<file path="src/rtl/instr_encoder_pkg.sv">
// rtl/instr_encoder_pkg.sv - shared opcode constants and FSM state encoding for instr_encoder
//
// Purpose : RV32I major-opcode constants shared with the decoder, plus the
//           run-control FSM state type used by instr_encoder.
// Ports   : none (package)
package instr_encoder_pkg;

   localparam logic [6:0] OP_LUI    = 7'b0110111;
   localparam logic [6:0] OP_AUIPC  = 7'b0010111;
   localparam logic [6:0] OP_JAL    = 7'b1101111;
   localparam logic [6:0] OP_JALR   = 7'b1100111;
   localparam logic [6:0] OP_LOAD   = 7'b0000011;
   localparam logic [6:0] OP_STORE  = 7'b0100011;
   localparam logic [6:0] OP_BRANCH = 7'b1100011;
   localparam logic [6:0] OP_IMM    = 7'b0010011;
   localparam logic [6:0] OP_ART    = 7'b0110011;
   localparam logic [6:0] OP_FENCE  = 7'b0001111;
   localparam logic [6:0] OP_SYSTEM = 7'b1110011;

   typedef enum logic [1:0] {
      ST_IDLE  = 2'd0,
      ST_RUN   = 2'd1,
      ST_DRAIN = 2'd2,
      ST_DONE  = 2'd3
   } state_t;

endpackage

</file>
<file path="src/rtl/instr_pack.sv">
// rtl/instr_pack.sv - combinational RV32I field-to-word packer
//
// Purpose : Packs decoded instruction fields into a 32-bit RV32I word and
//           flags whether the opcode is supported and the immediate fits.
// Config  : IMM_RANGE_CHECK_EN - when defined, o_range_ok reflects the
//           immediate range check for the instruction format; otherwise it
//           is constantly 1 and immediates are truncated to their fields.
// Ports   : i_op, i_rd, i_rs1, i_rs2, i_funct3, i_funct7, i_imm - fields
//           o_word      - packed instruction word
//           o_supported - opcode is one of the known RV32I major opcodes
//           o_range_ok  - immediate representable in its field
module instr_pack
   import instr_encoder_pkg::*;
(
   input  logic [6:0]  i_op,
   input  logic [4:0]  i_rd,
   input  logic [4:0]  i_rs1,
   input  logic [4:0]  i_rs2,
   input  logic [2:0]  i_funct3,
   input  logic [6:0]  i_funct7,
   input  logic [31:0] i_imm,
   output logic [31:0] o_word,
   output logic        o_supported,
   output logic        o_range_ok
);

`ifdef IMM_RANGE_CHECK_EN
   logic w_ok_i;
   logic w_ok_b;
   logic w_ok_j;
   logic w_ok_u;
   logic w_ok_sh;

   // A signed value fits in N bits when all bits from N-1 upward agree.
   assign w_ok_i  = (i_imm[31:11] == '0) || (i_imm[31:11] == '1);
   assign w_ok_b  = ((i_imm[31:12] == '0) || (i_imm[31:12] == '1)) && !i_imm[0];
   assign w_ok_j  = ((i_imm[31:20] == '0) || (i_imm[31:20] == '1)) && !i_imm[0];
   assign w_ok_u  = (i_imm[11:0] == '0);
   assign w_ok_sh = (i_imm[31:5] == '0);
`endif

   always_comb begin
      o_word      = '0;
      o_supported = 1'b1;
      o_range_ok  = 1'b1;
      case (i_op)
         OP_LUI, OP_AUIPC: begin
            o_word = {i_imm[31:12], i_rd, i_op};
`ifdef IMM_RANGE_CHECK_EN
            o_range_ok = w_ok_u;
`endif
         end
         OP_JAL: begin
            o_word = {i_imm[20], i_imm[10:1], i_imm[11], i_imm[19:12], i_rd, i_op};
`ifdef IMM_RANGE_CHECK_EN
            o_range_ok = w_ok_j;
`endif
         end
         OP_JALR, OP_LOAD: begin
            o_word = {i_imm[11:0], i_rs1, i_funct3, i_rd, i_op};
`ifdef IMM_RANGE_CHECK_EN
            o_range_ok = w_ok_i;
`endif
         end
         OP_STORE: begin
            o_word = {i_imm[11:5], i_rs2, i_rs1, i_funct3, i_imm[4:0], i_op};
`ifdef IMM_RANGE_CHECK_EN
            o_range_ok = w_ok_i;
`endif
         end
         OP_BRANCH: begin
            o_word = {i_imm[12], i_imm[10:5], i_rs2, i_rs1, i_funct3,
                      i_imm[4:1], i_imm[11], i_op};
`ifdef IMM_RANGE_CHECK_EN
            o_range_ok = w_ok_b;
`endif
         end
         OP_IMM: begin
            // Shift-immediates carry funct7 in the upper bits and a 5-bit shamt.
            if (i_funct3 == 3'b001 || i_funct3 == 3'b101) begin
               o_word = {i_funct7, i_imm[4:0], i_rs1, i_funct3, i_rd, i_op};
`ifdef IMM_RANGE_CHECK_EN
               o_range_ok = w_ok_sh;
`endif
            end else begin
               o_word = {i_imm[11:0], i_rs1, i_funct3, i_rd, i_op};
`ifdef IMM_RANGE_CHECK_EN
               o_range_ok = w_ok_i;
`endif
            end
         end
         OP_ART: begin
            o_word = {i_funct7, i_rs2, i_rs1, i_funct3, i_rd, i_op};
         end
         OP_FENCE, OP_SYSTEM: begin
            o_word = {i_imm[11:0], 5'b0, i_funct3, 5'b0, i_op};
`ifdef IMM_RANGE_CHECK_EN
            o_range_ok = w_ok_i;
`endif
         end
         default: begin
            o_supported = 1'b0;
         end
      endcase
   end

endmodule

</file>
<file path="src/rtl/instr_encoder.sv">
// rtl/instr_encoder.sv - run-based RV32I field-bundle encoder writing into imem
//
// Purpose : Accepts decoded instruction field bundles on a valid/ready
//           stream, packs them into RV32I words and writes them sequentially
//           to instruction memory through a backpressured write port.
// Config  : IMM_RANGE_CHECK_EN - drop bundles whose immediate is out of range
//           and report it on imm_err; when undefined imm_err is tied to 0.
// Ports   : clk, rst (async, active high)
//           start, base_addr            - arm a run at a base byte address
//           in_valid/in_ready/in_last   - field bundle handshake
//           opCode, rs1, rs2, rd, funct3, funct7, imm - field bundle
//           mem_we/mem_addr/mem_wdata/mem_ready - imem write port
//           busy, done, word_cnt, op_err, imm_err - run status
module instr_encoder
   import instr_encoder_pkg::*;
#(
   parameter int ADDR_W = 12,
   parameter int CNT_W  = 10
)(
   input  logic              clk,
   input  logic              rst,
   input  logic              start,
   input  logic [ADDR_W-1:0] base_addr,
   input  logic              in_valid,
   output logic              in_ready,
   input  logic              in_last,
   input  logic [6:0]        opCode,
   input  logic [4:0]        rs1,
   input  logic [4:0]        rs2,
   input  logic [4:0]        rd,
   input  logic [2:0]        funct3,
   input  logic [6:0]        funct7,
   input  logic [31:0]       imm,
   output logic              mem_we,
   output logic [ADDR_W-1:0] mem_addr,
   output logic [31:0]       mem_wdata,
   input  logic              mem_ready,
   output logic              busy,
   output logic              done,
   output logic [CNT_W-1:0]  word_cnt,
   output logic              op_err,
   output logic              imm_err
);

   state_t              r_state;
   state_t              w_state_nxt;
   logic                r_pend;
   logic [ADDR_W-1:0]   r_addr;
   logic [31:0]         r_wdata;
   logic [CNT_W-1:0]    r_cnt;
   logic                r_op_err;

   logic [31:0]         w_word;
   logic                w_supported;
   logic                w_range_ok;
   logic                w_slot_free;
   logic                w_accept;
   logic                w_wr_done;
   logic                w_write;
   logic                w_start_run;

   instr_pack u_pack (
      .i_op        (opCode),
      .i_rd        (rd),
      .i_rs1       (rs1),
      .i_rs2       (rs2),
      .i_funct3    (funct3),
      .i_funct7    (funct7),
      .i_imm       (imm),
      .o_word      (w_word),
      .o_supported (w_supported),
      .o_range_ok  (w_range_ok)
   );

   // The output register can take a new word when empty or when its current
   // word retires this cycle, which gives back-to-back writes with no bubble.
   assign w_slot_free = !r_pend || mem_ready;
   assign w_accept    = in_valid && (r_state == ST_RUN) && w_slot_free;
   assign w_wr_done   = r_pend && mem_ready;
   assign w_write     = w_accept && w_supported && w_range_ok;
   assign w_start_run = (r_state == ST_IDLE) && start;

   always_ff @(posedge clk or posedge rst) begin
      if (rst) begin
         r_state <= ST_IDLE;
      end else begin
         r_state <= w_state_nxt;
      end
   end

   always_comb begin
      w_state_nxt = r_state;
      in_ready    = 1'b0;
      busy        = 1'b1;
      done        = 1'b0;
      case (r_state)
         ST_IDLE: begin
            busy = 1'b0;
            if (start) w_state_nxt = ST_RUN;
         end
         ST_RUN: begin
            in_ready = w_slot_free;
            if (w_accept && in_last) w_state_nxt = ST_DRAIN;
         end
         ST_DRAIN: begin
            if (!r_pend) w_state_nxt = ST_DONE;
         end
         ST_DONE: begin
            done        = 1'b1;
            w_state_nxt = ST_IDLE;
         end
         default: w_state_nxt = ST_IDLE;
      endcase
   end

   always_ff @(posedge clk or posedge rst) begin
      if (rst) begin
         r_pend   <= 1'b0;
         r_addr   <= '0;
         r_wdata  <= '0;
         r_cnt    <= '0;
         r_op_err <= 1'b0;
      end else begin
         if (w_start_run) begin
            r_addr   <= base_addr & ~ADDR_W'(3);
            r_cnt    <= '0;
            r_op_err <= 1'b0;
         end else if (w_wr_done) begin
            r_addr <= r_addr + ADDR_W'(4);
            if (r_cnt != '1) r_cnt <= r_cnt + CNT_W'(1);
         end

         if (w_write) begin
            r_pend  <= 1'b1;
            r_wdata <= w_word;
         end else if (w_wr_done) begin
            r_pend <= 1'b0;
         end

         if (w_accept && !w_supported) r_op_err <= 1'b1;
      end
   end

`ifdef IMM_RANGE_CHECK_EN
   logic r_imm_err;

   always_ff @(posedge clk or posedge rst) begin
      if (rst) begin
         r_imm_err <= 1'b0;
      end else if (w_start_run) begin
         r_imm_err <= 1'b0;
      end else if (w_accept && w_supported && !w_range_ok) begin
         r_imm_err <= 1'b1;
      end
   end

   assign imm_err = r_imm_err;
`else
   assign imm_err = 1'b0;
`endif

   assign mem_we    = r_pend;
   assign mem_addr  = r_addr;
   assign mem_wdata = r_wdata;
   assign word_cnt  = r_cnt;
   assign op_err    = r_op_err;

endmodule

</file>
<file path="config.mk">
export PLATFORM = sky130hd
export DESIGN_NAME = instr_encoder
export DESIGN_NICKNAME = d
export VERILOG_FILES = /design/src/rtl/instr_encoder_pkg.sv /design/src/rtl/instr_pack.sv /design/src/rtl/instr_encoder.sv
export SDC_FILE = /design/constraint.sdc
export NUM_CORES = 1
export LEC_CHECK = 0
export BUFFER_PORTS_ARGS = -buffer_cell sky130_fd_sc_hd__buf_2
export CORE_ASPECT_RATIO = 1.25
export CORE_MARGIN = 2
export CORE_UTILIZATION = 48
export CTS_CLUSTER_SIZE = 20
export DETAILED_ROUTE_END_ITERATION = 8
export PLACE_DENSITY = 0.81
export SETUP_SLACK_MARGIN = 0.3
export SLEW_MARGIN = 40
export SYNTH_ARGS = -nofsm -noshare
export SYNTH_HDL_FRONTEND = slang
export SYNTH_SLANG_ARGS = --single-unit
</file>
<file path="constraint.sdc">
create_clock -name clk -period 2.1 [get_ports clk]
set_input_delay 0.315 -clock clk [delete_from_list [all_inputs] [get_ports clk]]
set_output_delay 0.315 -clock clk [all_outputs]
set_load 0.03 [all_outputs]
</file>
## Word-level counts from Yosys, hierarchy flattened

Cells that the tools add are included.

| storage, ports and cells | value |
|---|---|
| bits in registers | 58 |
| bits of input ports | 82 |
| output and inout port bits | 60 |
| logic and storage cells | 69 |

| cells by class | value |
|---|---|
| add/subtract/negate cells | 2 |
| equal/unequal tests | 20 |
| multiplexer cells | 19 |
| reduce and logical (&&, ||, !) cells | 22 |

Operators with widths:

| kind | count |
|---|---|
| $pmux 32 s8 | 1 |
| $mux 32 | 1 |
| $mux 10 | 3 |
| $eq 7x7->1 const B | 4 |
| $mux 12 | 2 |
| $eq 7x6->1 const B | 3 |
| $eq 7x5->1 const B | 2 |
| $add 12x3->12 const B | 1 |
| $reduce_or 11->1 | 1 |
| $add 10x1->10 const B | 1 |
| $ne 10x10->1 const B | 1 |
| $mux 1 | 8 |
| $pmux 2 s4 | 1 |
| $reduce_bool 2->1 | 4 |
| $eq 7x2->1 const B | 1 |
| $eq 7x4->1 const B | 1 |
| $logic_and 1x1->1 | 7 |
| $mux 2 | 3 |
| $reduce_or 2->1 | 3 |
| $eq 2x2->1 const B | 2 |
| $ne 2x2->1 const B | 2 |
| $eq 3x1->1 const B | 1 |
| $eq 3x3->1 const B | 1 |
| $reduce_and 3->1 | 1 |
| other kinds (6) | 8 |

## Logic depth before layout (Yosys ltp)

| logic depth | value |
|---|---|
| word-level depth | 6 |
| mapped depth | 9 |
| mapped depth without buffers | 7 |

## Modules after synthesis

Synthesis repeated with hierarchy kept, for this count alone.

| second synthesis, totals | value |
|---|---|
| cell total of the unflattened synthesis | 344 |
| area, all modules | 3347.0 sq um |

By module, submodules not included:

| module | times used | cells each | area an instance (sq um) | sequential area each (sq um) |
|---|---|---|---|---|
| instr_encoder | 1 | 218 | 2534.9 | 1401.3 |
| instr_pack | 1 | 126 | 812.0 | 0.0 |

## Least setup slack after synthesis

No wires, ideal clock.

| timing | value |
|---|---|
| path kind | reg2reg |
| start point | register r_cnt[1] (netlist: word_cnt[1]) |
| end point | register r_cnt[4] (netlist: word_cnt[4]) |
| library setup time | 0.132 ns |
| arrival time | 1.812 ns |
| data required time | 1.968 ns |
| path slack | 0.156 ns |
| cell stages (with the launch flop) | 8 |
| buffers on the path | 0 |
| period minus slack after synthesis | 1.944 ns |
| cell sequence | dfrtp_1 > ha_1 > and4_1 > a31oi_1 > or2_2 > and4_1 > xnor2_1 > nor2_1 |

| on the way | value |
|---|---|
| word-level cells in the longest chain between the ends | 4 |
| elaborated cells on any way between the ends | 7 |
| classes of those cells | add/sub: 1; eq/ne: 1; mux: 3; reduce/logical: 2 |

RTL lines:

| element | line | source |
|---|---|---|
| start: declaration | instr_encoder.sv:50 | `logic [CNT_W-1:0] r_cnt;` |
| start signal: assignment | instr_encoder.sv:130 | `if (r_cnt != '1) r_cnt <= r_cnt + CNT_W'(1);` |
| $add 10x1->10 | instr_encoder.sv:130 |  |
| $mux 10 | instr_encoder.sv:130 |  |
| $mux 10 | instr_encoder.sv:128 | `end else if (w_wr_done) begin` |
| $mux 10 | instr_encoder.sv:124 | `if (w_start_run) begin` |

Several ways; a longest one is shown, not always the timed one. The select of a mux whose other input is x is not followed.
A chain may end at the register's enable or synchronous reset.

## Final worst setup path

| timing | value |
|---|---|
| start point | register r_state[1] |
| end point | register r_wdata[30] (netlist: mem_wdata[30]) |

| on the way | value |
|---|---|
| word-level cells in the longest chain between the ends | 4 |

RTL lines:

| element | line | source |
|---|---|---|
| start: declaration | instr_encoder.sv:45 | `state_t r_state;` |
| start signal: assignment | instr_encoder.sv:87 | `r_state <= w_state_nxt;` |
| $eq 2x1->1 | instr_encoder.sv:78 | `assign w_accept = in_valid && (r_state == ST_RUN) && w_slot_free;` |
| $logic_and 1x1->1 (2 in a row) | instr_encoder.sv:78 |  |
| $logic_and 1x1->1 | instr_encoder.sv:80 | `assign w_write = w_accept && w_supported && w_range_ok;` |
| end signal: assignment | instr_encoder.sv:135 | `r_wdata <= w_word;` |
| end: declaration | instr_encoder.sv:49 | `logic [31:0] r_wdata;` |

Every way passes these cells.

==> results.md <==
- Outcome: finished with violations
- Failing checks: negative hold slack
- Arrival time of data at the critical path endpoint: 1.97 ns
- Pwr dens: between 1000 and 1500 nW/µm²
- Met3 Resource Use GR: 4.685%
- Yosys warnings: 0
- Most used routing layer in global routing: met2
- Via count of the first global-routing pass: between 3k and 4k
- Antenna violations before repair: 0
- Final setup violation count: 0
- Top-count cell post-synth: nor2_1
- Post-synthesis simple-gate area fraction: between 20% and 30%
- Wirelength, routed: 9157 µm
- Nature of the critical path startpoint: flop
- Global-route wire length before repair: about 15000 µm
- Clock tree from TritonCTS: built
- Parity-gate share of the synthesized area counting xor and xnor cells: 4.691%
- Synthesized-area fraction occupied by ao, oa, aoi and oai cells: ~20%
- Clk_skew: approximately 0.011 ns
- Final Wtd Congestion: approximately 0.9
- Number of flip-flops and latches in the synthesized netlist: 56
- # hold bufs at CTS: 0
- CORE AREA: ~6500 µm²
- Async SR Flop Fraction: 100.0%
- Ports placed on the boundary: about 140
- Final ANT Viol Nets: 0
- Shortest period the worst path allows: 1.774 ns
- Worst voltage drop across the vdd grid: between 0.0007 and 0.0008 V
- Die outline width: 76.74 µm
- Endpoints failing hold: 10
- Tightest Hold Check Type: in -> async
- Global-route usage over all layers: between 20% and 30%
- Worst hold-check slack: -0.005097 ns
- Post-route total power: 4.715 mW
- Final setup margin: approximately 0.33 ns
- Ys flop type: dfrtp_1
- Total via count in the routed design: roughly 3.2k
- Sinks on the clock net: 56
- Number of buffers between clock root and the deepest sink: 2
- Later-pin clock latency in the skew report: 0.31 ns
- Clock-pin slew on the worst setup and hold paths: approximately 0.10 ns
- Number of instances in the synthesized netlist: between 300 and 400
- Share of the clock period used by the worst path: 84.48%
- Post-synthesis mux area share: about 1.0%
- Worst slack at placement: -0.006607 ns
- P&R area growth vs syn: 39.57%
- First-pass iteration count of the detailed router: 4
- Highest Clock Rate: about 560 MHz
- Library cell occupying the most area in the post-synthesis netlist: dfrtp_1
- Combinational family with the most area after synthesis: simple AND/OR/NAND/NOR gates
- Slew Viols, Final: 0
- Top post-synthesis cells by count: nor2_1 (61), dfrtp_1 (56), nand2_1 (37), o21ai_0 (26), a221oi_1 (20)
- ANT cells: 0
- RSZ-0062 raised after global routing: false
- CTS Root Buffer Type: clkbuf_8
- Iter 0 DRT Violations: 70
- Routed vias/inst: 5.383
- Maximum number of pins on one net before global-route repair: 26
- Utilization of the core after routing: approximately two thirds
- Crit path max fanout: 14
- Sequential-to-total area share from yosys stat: between 40 and 50%
- Sum of net half-perimeters after detailed placement: 6885 µm
- Synthesized area per cell: 8.942 µm²
- Count of cell types in the netlist: 51
- Share of Yosys cell area claimed by the top area cell type: about 44%
- Most area-consuming cells after synthesis: dfrtp_1 (44%), nor2_1 (7.2%), a221oi_1 (5.5%)
- Data required time of the worst path: 2.30 ns
- Share of layout cells above drive strength 1: roughly 44%
- Met1 usage: around 28%
- Number of placement rows: 33
- Maximum capacitance violations: 0
- Crit path capture type: flop
- Met2 GRT Util: a little under half
- Netlist area before placement: around 3200 µm²
- Leakage power total: about 2.3 nW
- Critical Setup Path Class: reg -> reg
- Number of remaining DRC errors: 0
- Die H: between 90 and 100 µm
- Area of the die: about 7300 µm²
- Routed wirelength normalized by instance count: ~15 µm
- Share of synthesized cell area in full adder, half adder and majority cells: under 10%
- Number of enable-type register cells in the synthesized netlist: 0
- Port Buffers: 136
- Remaining global-route overflow: 0
- Starting utilization of the core area: about half
- Setup_tns: 0 ns
- Num CTS Buffers: 5
- Nets: roughly 600
- Deepest level of the CTS H-tree: 2
## worst max-delay path, cell delays in order (launching register included)
cell	delay, ns
dfrtp_1	0.41
inv_2	0.09
ha_4	0.15
nand3_4	0.10
or3_4	0.45
buf_12	0.18
a221oi_2	0.19
o21ai_1	0.10
## final timing paths
check                              start       endpoint  slack, ns  depth (start not counted)
max in group asynchronous            rst  mem_wdata[12]       1.42                          3
min in group clk           base_addr[10]   mem_addr[10]       0.20                          3
min reg2reg                 mem_wdata[6]   mem_wdata[6]       0.49                          2
max reg2reg                   r_state[1]  mem_wdata[30]       0.33                          7
min                                  rst    word_cnt[2]     -0.005                          2
max                           r_state[1]  mem_wdata[30]       0.33                          7
## power breakdown
group          switching [mW]  internal [mW]  total [mW]
combinational            1.54          0.803        2.34
sequential              0.285           1.47        1.76
clock                   0.347          0.269       0.616
## cells in the final DEF, fill, tap and decap left out, types with 6 or more instances in the layout
master	instances
buf_2	136
nor2_1	61
dfrtp_1	53
nand2_1	37
buf_4	32
o21ai_0	24
a221oi_2	22
nand3_1	13
xor2_1	10
o21ai_1	9
inv_1	8
xnor2_1	7
a21oi_1	6
and2_1	6
clkbuf_8	6
## flip-flops by register name (all words and copies together), names as in the netlist
| register | flops |
|---|---|
| op_err | 1 |
| word_cnt | 10 |
| mem_addr | 10 |
| r_state | 2 |
| mem_we | 1 |
| mem_wdata | 32 |
## stage by stage
step	instance area, µm²	std cells
2_1_floorplan	3284	357
3_3_place_gp	4167	586
3_5_place_dp	4167	586
4_1_cts	4342	598
5_1_grt	4431	601
6_report	4431	601
## layout make-up
type                    instances  area (µm²)
flip-flops and latches         56        1405
clock inverters                 1       7.507
inverters                      11       41.29
fillers                       532        2052
well taps                      87       108.9
multi-input cells             268        1818
repair buffers                171       963.4
clock buffers                   7       86.33
## what timing repair did
item	4_1_cts	5_1_grt
pin swaps	2	1
setup endpoints to repair	36	31
buffers inserted	4	3
cloned	0	0
resized for setup	12	16
## metal layers
layer	vias up	wire length [µm]	share of wire [%]
li1	1571	-	-
met3	19	544	5.9
met4	0	174	1.9
met2	117	4796	52
met5	-	0	0
met1	1528	3641	40
## kinds of logic after synthesis
family / Yosys count
fa+ha+maj: 7
other cells: 1
mux: 3
compound gates: 87
buf+inv: 33
xor+xnor: 17
flops: 56
simple gates: 151
Power figures use the tool's default switching activity.
